$ cat src/rtl/spi_cmd_master.sv
// SPI command master, mode 0, MSB first.
// Frames len_i bytes from a valid/ready byte stream under one CSn assertion.
// The LOAD cycle that accepts a byte also serves as the first low cycle of
// bit 7, so a byte takes 16*CLK_DIV cycles with no stall and the first
// rising edge follows CSn by CS_SETUP+CLK_DIV cycles.
module spi_cmd_master #(
    parameter int unsigned CLK_DIV  = 4,
    parameter int unsigned CS_SETUP = 2,
    parameter int unsigned CS_HOLD  = 2,
    parameter int unsigned CS_IDLE  = 4
) (
    input  logic        clk_i,
    input  logic        rst_i,
    input  logic        start_i,
    input  logic [15:0] len_i,
    input  logic        abort_i,
    input  logic [7:0]  tx_data_i,
    input  logic        tx_valid_i,
    output logic        tx_ready_o,
    output logic        busy_o,
    output logic        done_o,
    output logic        spi_clk_o,
    output logic        spi_mosi_o,
    output logic        spi_csn_o
);

    // One shared phase counter covers setup, SCLK half-periods, hold and gap.
    localparam int unsigned M_A    = (CLK_DIV > CS_SETUP) ? CLK_DIV : CS_SETUP;
    localparam int unsigned M_B    = (CS_HOLD > CS_IDLE) ? CS_HOLD : CS_IDLE;
    localparam int unsigned MAXCNT = (M_A > M_B) ? M_A : M_B;
    localparam int unsigned CW     = (MAXCNT > 1) ? $clog2(MAXCNT) : 1;

    typedef enum logic [2:0] {
        S_IDLE,
        S_SETUP,
        S_LOAD,
        S_SHIFT,
        S_HOLD,
        S_GAP,
        S_DONE
    } state_t;

    state_t        state_q, state_d;
    logic [CW-1:0] cnt_q, cnt_d;
    logic [2:0]    bit_q, bit_d;
    logic [15:0]   rem_q, rem_d;
    logic [7:0]    shreg_q, shreg_d;
    logic          sclk_q, sclk_d;
    logic          mosi_q, mosi_d;
    logic          csn_q, csn_d;
    logic          abort_q, abort_d;

    // True on the final cycle of an n-cycle phase (n of 0 treated as 1).
    function automatic logic cnt_last(input logic [CW-1:0] c, input int unsigned n);
        return (int'(c) + 1) >= int'(n);
    endfunction

    // A byte is only taken when no abort is active, so an abort never eats data.
    assign tx_ready_o = (state_q == S_LOAD) && !abort_i && !abort_q;
    assign busy_o     = (state_q != S_IDLE);
    assign done_o     = (state_q == S_DONE);
    assign spi_clk_o  = sclk_q;
    assign spi_mosi_o = mosi_q;
    assign spi_csn_o  = csn_q;

    // Next-state and datapath update for the framing FSM.
    always_comb begin
        state_d = state_q;
        cnt_d   = cnt_q;
        bit_d   = bit_q;
        rem_d   = rem_q;
        shreg_d = shreg_q;
        sclk_d  = sclk_q;
        mosi_d  = mosi_q;
        csn_d   = csn_q;
        abort_d = abort_q;

        case (state_q)
            S_IDLE: begin
                abort_d = 1'b0;
                cnt_d   = '0;
                if (start_i) begin
                    if (len_i != 16'd0) begin
                        rem_d   = len_i;
                        csn_d   = 1'b0;
                        state_d = S_SETUP;
                    end else begin
                        state_d = S_DONE;
                    end
                end
            end

            S_SETUP: begin
                if (abort_i) abort_d = 1'b1;
                if (cnt_last(cnt_q, CS_SETUP)) begin
                    cnt_d   = '0;
                    state_d = S_LOAD;
                end else begin
                    cnt_d = cnt_q + 1'b1;
                end
            end

            S_LOAD: begin
                if (abort_i || abort_q) begin
                    cnt_d   = '0;
                    state_d = S_HOLD;
                end else if (tx_valid_i) begin
                    shreg_d = tx_data_i;
                    mosi_d  = tx_data_i[7];
                    bit_d   = 3'd0;
                    // This cycle already counts as one low cycle of bit 7.
                    cnt_d   = (CLK_DIV > 1) ? CW'(1) : '0;
                    state_d = S_SHIFT;
                end
            end

            S_SHIFT: begin
                if (abort_i) abort_d = 1'b1;
                if (cnt_last(cnt_q, CLK_DIV)) begin
                    cnt_d = '0;
                    if (!sclk_q) begin
                        sclk_d = 1'b1;
                    end else begin
                        sclk_d = 1'b0;
                        if (bit_q == 3'd7) begin
                            rem_d = rem_q - 16'd1;
                            if ((rem_q == 16'd1) || abort_q || abort_i) begin
                                state_d = S_HOLD;
                            end else begin
                                state_d = S_LOAD;
                            end
                        end else begin
                            bit_d   = bit_q + 3'd1;
                            shreg_d = {shreg_q[6:0], 1'b0};
                            mosi_d  = shreg_q[6];
                        end
                    end
                end else begin
                    cnt_d = cnt_q + 1'b1;
                end
            end

            S_HOLD: begin
                if (cnt_last(cnt_q, CS_HOLD)) begin
                    cnt_d   = '0;
                    csn_d   = 1'b1;
                    state_d = S_GAP;
                end else begin
                    cnt_d = cnt_q + 1'b1;
                end
            end

            S_GAP: begin
                if (cnt_last(cnt_q, CS_IDLE)) begin
                    cnt_d   = '0;
                    state_d = S_DONE;
                end else begin
                    cnt_d = cnt_q + 1'b1;
                end
            end

            S_DONE: begin
                state_d = S_IDLE;
            end

            default: begin
                state_d = S_IDLE;
            end
        endcase
    end

    // State and datapath registers with synchronous reset.
    always_ff @(posedge clk_i) begin
        if (rst_i) begin
            state_q <= S_IDLE;
            cnt_q   <= '0;
            bit_q   <= '0;
            rem_q   <= '0;
            shreg_q <= '0;
            sclk_q  <= 1'b0;
            mosi_q  <= 1'b0;
            csn_q   <= 1'b1;
            abort_q <= 1'b0;
        end else begin
            state_q <= state_d;
            cnt_q   <= cnt_d;
            bit_q   <= bit_d;
            rem_q   <= rem_d;
            shreg_q <= shreg_d;
            sclk_q  <= sclk_d;
            mosi_q  <= mosi_d;
            csn_q   <= csn_d;
            abort_q <= abort_d;
        end
    end

endmodule
$ cat config.mk
export PLATFORM = sky130hd
export DESIGN_NAME = spi_cmd_master
export DESIGN_NICKNAME = d
export VERILOG_FILES = /design/src/rtl/spi_cmd_master.sv
export SDC_FILE = /design/constraint.sdc
export NUM_CORES = 1
export LEC_CHECK = 0
export CORE_ASPECT_RATIO = 0.75
export CORE_UTILIZATION = 55
export DETAILED_ROUTE_END_ITERATION = 16
export PLACE_DENSITY_LB_ADDON = 0.25
export SLEW_MARGIN = 30
export SYNTH_ARGS = -nofsm -noshare
export SYNTH_HDL_FRONTEND = slang
export SYNTH_SLANG_ARGS = --single-unit
$ cat constraint.sdc
create_clock -name clk_i -period 4.8 [get_ports clk_i]
set_clock_uncertainty 0.15 [all_clocks]
set_input_delay 0.96 -clock clk_i [delete_from_list [all_inputs] [get_ports clk_i]]
set_output_delay 0.96 -clock clk_i [all_outputs]
set_load 0.1 [all_outputs]
After elaboration in Yosys (flattened, before gate mapping)
Cells that the tools add are included.
- flip-flop bits (word level): 35
- input bits: 29
- bits in latches: 0
- bits in read-only memories: 0
- output and inout bits: 6
- memories: 0
- memory bits (writable): 0
- reduce and logical (&&, ||, !) cells: 25
- equal/unequal tests: 21
- div/mod/pow operators: 0
- $add $sub $neg: 4
- multiply operators: 0
- muxes and demuxes: 48
- $lt $le $gt $ge: 2
- shift-type cells: 0
- bitwise gates (word level): 0
- operators by type and width (operator ; count):
    $mux W16 ; 5
    $mux W3 ; 16
    $mux W7 ; 5
    $ge A32 B3 Y1 const B ; 1
    $pmux W16 S2 ; 1
    $ne A2 B2 Y1 const B ; 11
    $pmux W3 S6 ; 1
    $eq A16 B1 Y1 const B ; 1
    $reduce_bool A16 Y1 ; 1
    $sub A16 B1 Y16 const B ; 1
    $pmux W7 S2 ; 1
    $eq A3 B3 Y1 const B ; 4
    $reduce_and A6 Y1 ; 2
    $mux W1 ; 10
    $mux W2 ; 4
    $pmux W2 S4 ; 1
    $reduce_and A8 Y1 ; 1
    $reduce_bool A2 Y1 ; 4
    $eq A3 B2 Y1 const B ; 2
    $pmux W1 S2 ; 3
    $pmux W3 S2 ; 1
    $reduce_and A2 Y1 ; 3
    $reduce_or A2 Y1 ; 3
    $reduce_and A4 Y1 ; 1
    13 further kinds ; 17

Depth between registers and ports, before layout
Gate-level depths: netlist (run 1).
- depth in word-level cells: 8
- mapped depth: 8
- depth with buffers taken out: 7

Worst setup path after synthesis (run 1)
OpenSTA, ideal clock, no wires.
- path kind: input-to-output
- start point: input abort_i
- end point: output tx_ready_o
- stages on the path: 2
- arrival time: 2.807 ns
- setup slack: 0.883 ns
- data required time: 3.690 ns
- cells stage by stage: or4b_4 > nor2_1
- word-level cells in the longest chain between the ends: 3
- ends and longest elaborated chain (element ; line ; source):
    from (decl) ; 16 ; input logic abort_i,
    $logic_not A1 Y1 ; 59 ; assign tx_ready_o = (state_q == S_LOAD) && !abort_i && !abort_q;
    $logic_and A1 B1 Y1 (2 in series) ; 59 ;
    to (decl) ; 19 ; output logic tx_ready_o,
No other way between the ends.

Worst setup path after layout (run 1)
Same ends and word-level chain as after synthesis.

==> key figures, run 1 <==
Status
  • Status: finished, final reports clean

Hold path
  • Hold_sp: bit_q[2]$_SDFFE_PP0P_
  • Tightest Hold Check Type: reg2reg

Clock network
  • CTS Buf Count: 5
  • Post-CTS sizing: 0
  • Clock Pin Slew Worst Setup and Hold Paths: ~70 ps
  • Cts hold-fix bufs: 0
  • Postcts setup bufs: 0
  • Clock sink count: 35
  • Clk root buf: clkbuf_8
  • Clk_lat worst skew: about 280 ps
  • H-tree Lvls: 2
  • Clk buf depth: 2
  • TritonCTS clock tree: yes

Logic synthesis
  • Synth Warn #: 0
  • Net Count, Synth: 330
  • Mean post-synth cell area: around 7.4 µm²
  • Cell Area, Synth: ~2200 µm²
  • Seq/Total Area, Yosys: 0.321
  • Share of flip-flops with an asynchronous set or reset: 0
  • #FFs+latches synth: 35
  • Top_reg_cell synth: dfxtp_1
  • EDFF count, synth: 0
  • Synth top area share: 0.321
  • Largest area contributor in the netlist: dfxtp_1
  • Top-count cell post-synth: nand2_1
  • Synth top cells by count: nand2_1 (47), a21oi_1 (39), dfxtp_1 (35)
  • Cell count after synthesis: 294
  • Cell variety after synth: 49
  • Synth area leaders: dfxtp_1 (32%), a21oi_1 (8.9%), nand2_1 (8.1%)

Timing
  • Final Setup Violations: 0
  • Final critical-path share of the clock period: 0.753
  • Slew @ Worst Pin: ~970 ps
  • Hold slack: 309 ps
  • Fin. Hold Viols: 0
  • Setup TNS: 0 ps
  • Period minus WS final: roughly 3600 ps
  • Fin. max-slew vios: 0
  • Fmax: between 200 and 300 MHz
  • Unrepaired setup endpoints after global routing: false
  • Final setup margin: around 1200 ps
  • Max-slew headroom: 0.353

Setup path
  • Delay-heaviest family, CP: buffers and inverters
  • Crit start category: input pin
  • Crit path largest cell delay: 550 ps
  • CP startpoint: abort_i
  • Critical R2R Launch: rem_q[0]$_SDFFE_PP0P_
  • Req. time, crit path: roughly 3700 ps
  • Crit. End Element: primary output
  • Crit Path Class: in2out
  • Cell Chain, Critical Path: clkdlybuf4s50_1 > or4b_4 > nor2_1 > buf_4
  • Arrival time worst endpoint: between 2000 and 3000 ps
  • Crit path buffers/inverters: 2
  • Crit Path Max Fanout: 4
  • Slowest library cell on the worst path: or4b_4

Detailed routing
  • Residual DRC: 0
  • Post-route ant nets: 0
  • Iteration count of the initial detailed-routing pass: 5
  • First DRT Iteration DRCs: between 150 and 200
  • Vias: 2207
  • Post-DR wirelength/cell: roughly 14 µm
  • Post-DR vias/cell: 5.93
  • Wirelength, routed: between 5 and 6 mm

Die
  • Initial Util: 0.585
  • Die X-Extent: between 70 and 80 µm
  • Core Area: 3730 µm²
  • Site Rows: 19
  • Die Area: roughly 4200 µm²
  • Die Height: ~57 µm
  • Top-Level Pins: 35

Cells and area
  • Fill count: about 340
  • Final #Nets: approximately 360
  • Share of layout cells above drive strength 1: 0.0719
  • Final core occ: 0.704
  • Finished Layout Cells: 372
  • Antenna cells: 0
  • Layout area overhead: 20.3%

Global routing
  • First-pass GRT wire length: 8.64 mm
  • Met3 GRT Util: 0.0485
  • Largest net degree at the start of global routing: 36
  • Met2 Use GR: 0.346
  • Tot GR Track Use: 0.265
  • Total grt overflow: 0
  • Vias in the first global route: ~1800
  • Grt peak-use layer: met1
  • GR Util met1: 0.437
  • Initial antenna violation count: 0

Placed design
  • HPWL Detailed: 3.55 mm
  • Setup Slack @ Placement: between 1000 and 1500 ps
  • Port Buffer Count: 34
  • Placed cells: between 300 and 400
  • Placer Congestion: between 0.8 and 0.9

Power and ir drop
  • PwrDens: roughly 420 nW/µm²
  • Maximum vdd drop: 0.000239 V
  • Pleak: around 0.97 nW

Run
  • Total of max-cap violations: 0
-- power breakdown --
part | switching, W | internal [W]
Sequential | 0.0000525 | 0.000335
Combinational | 0.000321 | 0.000183
Clock | 0.000107 | 0.000102
-- cell type report --
type | count | area (µm²) | share of cell area
inverter | 10 | 37.5 | 0.0143
sequential | 35 | 701 | 0.267
tap | 52 | 65.1 | 0.0248
timing repair buffer | 39 | 379 | 0.144
clock inverter | 1 | 5.00 | 0.00191
multi-input combinational | 228 | 1360 | 0.519
clock buffer | 7 | 76.3 | 0.0291
-- cells by family (layout without fill, tap and decap cells) --
| family | after synthesis | in the layout | synth area share |
|---|---|---|---|
| compound gates | 104 | 104 | 0.303 |
| xor+xnor | 1 | 1 | 0.00401 |
| fa+ha+maj | 7 | 7 | 0.0401 |
| buf+inv | 31 | 57 | 0.0550 |
| simple gates | 116 | 116 | 0.277 |
| flops | 35 | 35 | 0.321 |
-- layer usage --
layer | share of wire | up-vias
met5 | 0 | -
met4 | 0.0072 | 0
met3 | 0.068 | 4
met2 | 0.41 | 75
met1 | 0.51 | 1008
li1 | - | 1120
-- path summary, 6_finish.rpt --
path,endpoint,slack [ps],cells past startpoint
setup / recovery,tx_ready_o,1180,4
hold / removal,bit_q[2]$_SDFFE_PP0P_,310,2
setup reg to reg,rem_q[8]$_SDFFE_PP0P_,2410,7
hold reg to reg,bit_q[2]$_SDFFE_PP0P_,310,2
-- cells in the final DEF (no fill, tap or decap), types with 5 or more instances in the layout --
cell type / synthesis / layout
dfxtp_1: 35 / 35
a21o_1: 9 / 9
nor2_1: 16 / 16
a31o_2: 5 / 5
clkbuf_8: 0 / 5
a21oi_1: 39 / 39
nor3_1: 14 / 14
o21ai_0: 22 / 22
nand3_1: 5 / 5
nor4_1: 5 / 5
buf_4: 0 / 5
clkdlybuf4s50_1: 0 / 33
ha_1: 7 / 7
nand2_1: 47 / 47
inv_1: 10 / 10
-- worst min-delay path: cells and delay by family (launching register included) --
| family | cells | cell delay [ps] |
|---|---|---|
| and+or+nand+nor | 1 | 50 |
| AOI/OAI and AO/OA | 1 | 50 |
| DFF | 1 | 320 |
-- per-stage QoR --
| stage | power (W) | cell area (µm²) |
|---|---|---|
| 6_report | 0.00110 | 2630 |
| 3_3_place_gp | 0.000880 | 2530 |
| 3_5_place_dp | 0.000884 | 2530 |
| 4_1_cts | 0.00109 | 2620 |
| 5_1_grt | 0.00117 | 2630 |
| 2_1_floorplan | 0.000763 | 2180 |
-- registers in the layout, indices dropped and copies added (netlist names) --
register / cells
state_q: 3
spi_clk_o: 1
abort_q: 1
rem_q: 16
shreg_q: 7
spi_csn_o: 1
bit_q: 3
spi_mosi_o: 1
cnt_q: 2
No activity file was read; power rests on OpenSTA's default activity.
==> run 2, diff against run 1 <==
--- a/config.mk
+++ b/config.mk
@@ -6,7 +6,7 @@
 export NUM_CORES = 1
 export LEC_CHECK = 0
 export CORE_ASPECT_RATIO = 0.75
-export CORE_UTILIZATION = 55
+export CORE_UTILIZATION = 53
 export DETAILED_ROUTE_END_ITERATION = 16
 export PLACE_DENSITY_LB_ADDON = 0.25
 export SLEW_MARGIN = 30
==> constraint.sdc (replaced) <==
create_clock -name clk_i -period 3.41 [get_ports clk_i]
set_clock_uncertainty 0.15 [all_clocks]
set_input_delay 0.682 -clock clk_i [delete_from_list [all_inputs] [get_ports clk_i]]
set_output_delay 0.682 -clock clk_i [all_outputs]
set_load 0.1 [all_outputs]
==> run 2 against run 1 <==
First-iteration DRC count increased by 75%. Via count increased by 5.2%. Combinational power increased by 41%. Clock power increased by 78%. Sequential cell count unchanged. Wire length increased by 6.6%. Total power increased by 50%. Critical path type unchanged. Largest cell class unchanged. Highest routed layer unchanged.
==> key figures, run 2 (synthesis results as in run 1) <==
Clock network
  • Post-CTS sizing: 0
  • TritonCTS clock tree: yes
  • Postcts setup bufs: 0
  • Cts hold-fix bufs: 0
  • CTS Buf Count: 5
  • Clock Pin Slew Worst Setup and Hold Paths: 70 ps
  • H-tree Lvls: 2
  • Clk_lat worst skew: a little under 300 ps
  • Clk root buf: clkbuf_8
  • Clock sink count: 35
  • Clk buf depth: 2

Cells and area
  • Layout area overhead: 21.5%
  • Final #Nets: roughly 360
  • Share of layout cells above drive strength 1: 0.0938
  • Commonest non-fill, non-tap cell in the layout: nand2_1
  • Largest reg by FF count: rem_q
  • Fill count: roughly 340
  • Antenna cells: 0
  • Largest register FFs: 16
  • Finished Layout Cells: 372
  • Largest regs: rem_q: 16 flops, shreg_q: 7 flops
  • Final instance area: ~2700 µm²
  • Most frequent cells in the layout: nand2_1 (47), a21oi_1 (39), dfxtp_1 (35)

Power and ir drop
  • Total power draw: approximately 0.0016 W
  • Pleak: ~0.99 nW
  • PwrDens: ~620 nW/µm²
  • Maximum vdd drop: 0.000371 V

Placed design
  • HPWL Detailed: between 3 and 4 mm
  • Placed cells: 365
  • Port Buffer Count: 34
  • Placer Congestion: 0.856
  • Post-DP Area: roughly 2600 µm²

Timing
  • Final Setup Violations: 0
  • Setup TNS: 0 ps
  • Slew @ Worst Pin: about 760 ps
  • Final critical-path share of the clock period: 0.863
  • Max-slew headroom: 0.494
  • Unrepaired setup endpoints after global routing: false
  • Fin. Hold Viols: 0
  • Fin. max-slew vios: 0
  • Period minus WS final: ~2900 ps
  • Fmax: between 300 and 400 MHz

Setup path
  • Worst Setup EP: tx_ready_o
  • Critical R2R Launch: state_q[0]$_SDFFE_PP0P_
  • R2r endpoint: bit_q[0]$_SDFFE_PP0P_
  • R2r setup slk: roughly 800 ps
  • Cell Chain, Critical Path: clkdlybuf4s50_1 > or4b_4 > nor2_2 > buf_12
  • Crit Path Max Fanout: 4
  • Crit. End Element: primary output
  • Crit path largest cell delay: about 550 ps
  • CP startpoint: abort_i
  • Req. time, crit path: 2580 ps
  • Arrival time worst endpoint: 2110 ps
  • Depth of the most critical reg-to-reg path: 5
  • Crit Path Class: in2out
  • Crit start category: input pin
  • Slowest library cell on the worst path: or4b_4

Hold path
  • Tightest Hold Check Type: reg2reg
  • Hold depth: 2

Global routing
  • Largest net degree at the start of global routing: 35
  • Initial antenna violation count: 0
  • Vias in the first global route: about 2000
  • Tot GR Track Use: 0.266
  • First-pass GRT wire length: roughly 9 mm
  • Total grt overflow: 0

Die
  • Core Area: 3800 µm²
  • Site Rows: 19
  • Die X-Extent: 76.1 µm
  • Die Area: ~4400 µm²
  • Top-Level Pins: 35
  • Die Height: between 50 and 60 µm
  • Initial Util: 0.574

Detailed routing
  • Post-DR wirelength/cell: ~15 µm
  • Vias: 2322
  • Post-route ant nets: 0
  • Iteration count of the initial detailed-routing pass: 5
  • Post-DR vias/cell: roughly 6.2
  • Residual DRC: 0
  • First DRT Iteration DRCs: 333
  • Wirelength, routed: around 5.6 mm

Status
  • Status: finished, final reports clean

Run
  • Total of max-cap violations: 0
-- run 2: report_power, final --
part | internal, W | switching [W]
combinational | 0.000261 | 0.000450
clock | 0.000214 | 0.000158
sequential | 0.000471 | 0.0000916
total | 0.000946 | 0.000699
-- run 2: how the worst min path moves through the flow --
stage                       startpoint                      end  slack (ps)
2_1_floorplan  shreg_q[1]$_SDFFE_PP0P_  shreg_q[1]$_SDFFE_PP0P_         280
3_3_place_gp   shreg_q[5]$_SDFFE_PP0P_  shreg_q[5]$_SDFFE_PP0P_         290
3_5_place_dp   spi_mosi_o$_SDFFE_PP0P_  spi_mosi_o$_SDFFE_PP0P_         300
4_1_cts        shreg_q[2]$_SDFFE_PP0P_  shreg_q[2]$_SDFFE_PP0P_         310
5_1_grt        shreg_q[4]$_SDFFE_PP0P_  shreg_q[4]$_SDFFE_PP0P_         330
6_report       spi_mosi_o$_SDFFE_PP0P_  spi_mosi_o$_SDFFE_PP0P_         310
-- run 2: per-layer routing --
metal | share of wire | track usage | up-vias
met4 | 0.013 | 0.102 | 0
met2 | 0.43 | 0.399 | 116
met3 | 0.075 | 0.0512 | 10
met1 | 0.48 | 0.380 | 1073
met5 | 0 | 0 | -
li1 | - | - | 1123
-- run 2: final cells by class --
cell class                 instances  area [µm²]  area share
multi-input combinational        228        1370       0.514
sequential                        35         701       0.264
timing repair buffer              40         383       0.144
clock buffer                       6        72.6      0.0273
tap                               52        65.1      0.0245
inverter                          10        37.5      0.0141
clock inverter                     1        30.0      0.0113
-- run 2: through the flow --
step                      hold WS [ps]  setup slack (ps)   util
after floorplan                    282               413      -
after global placement             289               491  0.671
after detailed placement           297               470  0.671
after CTS                          307               459  0.698
after global routing               327               411  0.698
final                              308               466  0.698
-- run 2: critical path: cells and delay by family --
kind / cells / cell delay, ps
and+or+nand+nor: 2 / 760
buffers and inverters: 2 / 660
==> variant (config.mk and constraints of run 2) <==
`CS_HOLD`: 2 -> 4.
--- a/src/rtl/spi_cmd_master.sv
+++ b/src/rtl/spi_cmd_master.sv
@@ -6,7 +6,7 @@
 module spi_cmd_master #(
     parameter int unsigned CLK_DIV  = 4,
     parameter int unsigned CS_SETUP = 2,
-    parameter int unsigned CS_HOLD  = 2,
+    parameter int unsigned CS_HOLD  = 4,
     parameter int unsigned CS_IDLE  = 4
 ) (
     input  logic        clk_i,
Check against the original RTL: not equivalent (a bounded check fails within 10 cycles, from zero or initial values and one cycle with rst_i high).
==> variant against run 2 <==
Sequential share of layout area rose by 0.68 points; final cell count fell by 4.0%; final area fell by 2.5%; power increased by 14%; critical path depth is the same; routed wire length down 7.2%; worst setup slack gained 0.072 ns; synthesized area is 3.1% lower; sequential cell count is the same; critical endpoint unchanged; largest cell class unchanged; largest power group unchanged; highest routed layer unchanged.
==> variant: results (changes against run 2) <==
dpl cell area -> 0.00247 mm² (-3.2%)
n_diodes -> 0 (unchanged)
Vias -> 2,153 (-7.3%)
Worst Path Arrival -> 2.04 ns (-0.07 ns)
prevailing post-synth register cell -> dfxtp_1
Worst IR Drop VDD -> 430 µV (+16%)
FF-to-FF setup slack -> 0.98 ns (+0.18 ns)
vias in the first global route -> 1,891 (-3.3%)
Post-layout nets -> 340 (-4.5%)
GR Util All Layers -> 27.4% (+0.85 points)
count of different cell masters after synthesis -> 56 (+14%)
Leakage -> 0.958 nW (-3.1%)
slowest CP cell -> and3_1
dominant cells by area after synthesis -> dfxtp_1, nand2_1, a21oi_1
Cell Count Post-Placement -> 349 (-4.4%)
r2r endpoint -> rem_q[5]
final worst-path cycle share -> 84.2% (-2.1 points)
routability cong. -> 0.890 (+4.0%)
Worst-Skew Late Latency -> 0.30 ns
R2R Path Start -> state_q[1]
relative slew slack -> 48.7% (-0.65 points)
Post-DP HPWL -> 3620 µm (-3.1%)
first-pass GRT wire length -> 8780 µm (-4.8%)
adder-cell share of the synthesized area -> 4.14% (+0.13 points)
Initial DRC Count -> 204 (-39%)
Crit Path Max Fanout -> 8 (+4)
Setup WS pre-CTS -> 0.431 ns (-0.0396 ns)
Synthesized Nets -> 313 (-5.2%)
multiplexer share of the synthesized area -> 0.946% (+0.95 points)
TritonCTS Buffers -> 5 (unchanged)
share of the yosys chip area belonging to registers -> 33.1% (+1.0 points)
non-filler cells, final -> 357 (-4.0%)
Post-Route WL -> 5200 µm (-7.2%)
status -> finished, final reports clean
largest net degree at the start of global routing -> 27 (-23%)
Avg Cell Area, Syn -> 7.64 µm² (+2.9%)
ratio of cells with drive above 1 in the final layout -> 8.85% (-0.52 points)
compound-cell area share of the yosys netlist -> 27.6% (-2.7 points)
Post-synth top cells -> nand2_1, dfxtp_1, nor2_1
xor/xnor share of the synthesized area -> 0.828% (+0.43 points)
CP peak stage delay -> 0.45 ns (-0.10 ns)
## variant: cell types whose count changed in the layout (fill, tap and decap cells not counted), sizes merged, moves of 3 or more
cell,run 2,this run
a311oi,0,7
a21oi,39,26
a21o,9,5
buf,12,9
a31o,5,0
a22o,4,1
nor2,16,29
nand2,47,39
o2111ai,3,0
nor3,15,9
## variant: report_power, final
| part | internal [mW] | switching (mW) |
|---|---|---|
| clock network | 0.236 | 0.162 |
| logic | 0.312 | 0.586 |
| registers | 0.483 | 0.101 |
## variant: how the worst min path moves through the flow
stage / endpoint / slack (ns) / cells after the start
2_1_floorplan: bit_q[1] / 0.29 / 2
3_3_place_gp: bit_q[1] / 0.30 / 2
3_5_place_dp: bit_q[1] / 0.30 / 2
4_1_cts: bit_q[1] / 0.31 / 2
5_1_grt: bit_q[1] / 0.33 / 2
6_report: bit_q[1] / 0.31 / 2
## variant: area by class of cell
cell class | instances | area (µm²)
Tap cell | 52 | 65.1
Fill cell | 312 | 1140
Multi-Input combinational cell | 216 | 1310
Inverter | 9 | 33.8
Clock buffer | 6 | 82.6
Clock inverter | 2 | 35.0
Timing Repair Buffer | 37 | 360
Sequential cell | 35 | 701
## variant: cell families after synthesis
kind of cell	Yosys count
adder cells (fa/ha/maj)	7
XOR/XNOR	2
multiplexers	2
buffers and inverters	26
AO/OA/AOI/OAI	91
AND/OR/NAND/NOR	114
flip-flops	35
## variant: tightest hold or removal path: stages, from the launching register on
cell and delay [ns]:
dfxtp_1 0.32, nand2_1 0.05, a21oi_1 0.05
## variant: layer usage
metal / GRT usage [%] / wire length [µm] / vias up
li1: - / - / 1074
met1: 39.0 / 2410 / 976
met2: 39.3 / 2300 / 91
met3: 5.21 / 347 / 12
met4: 13.2 / 139 / 0
met5: 0 / 0 / -
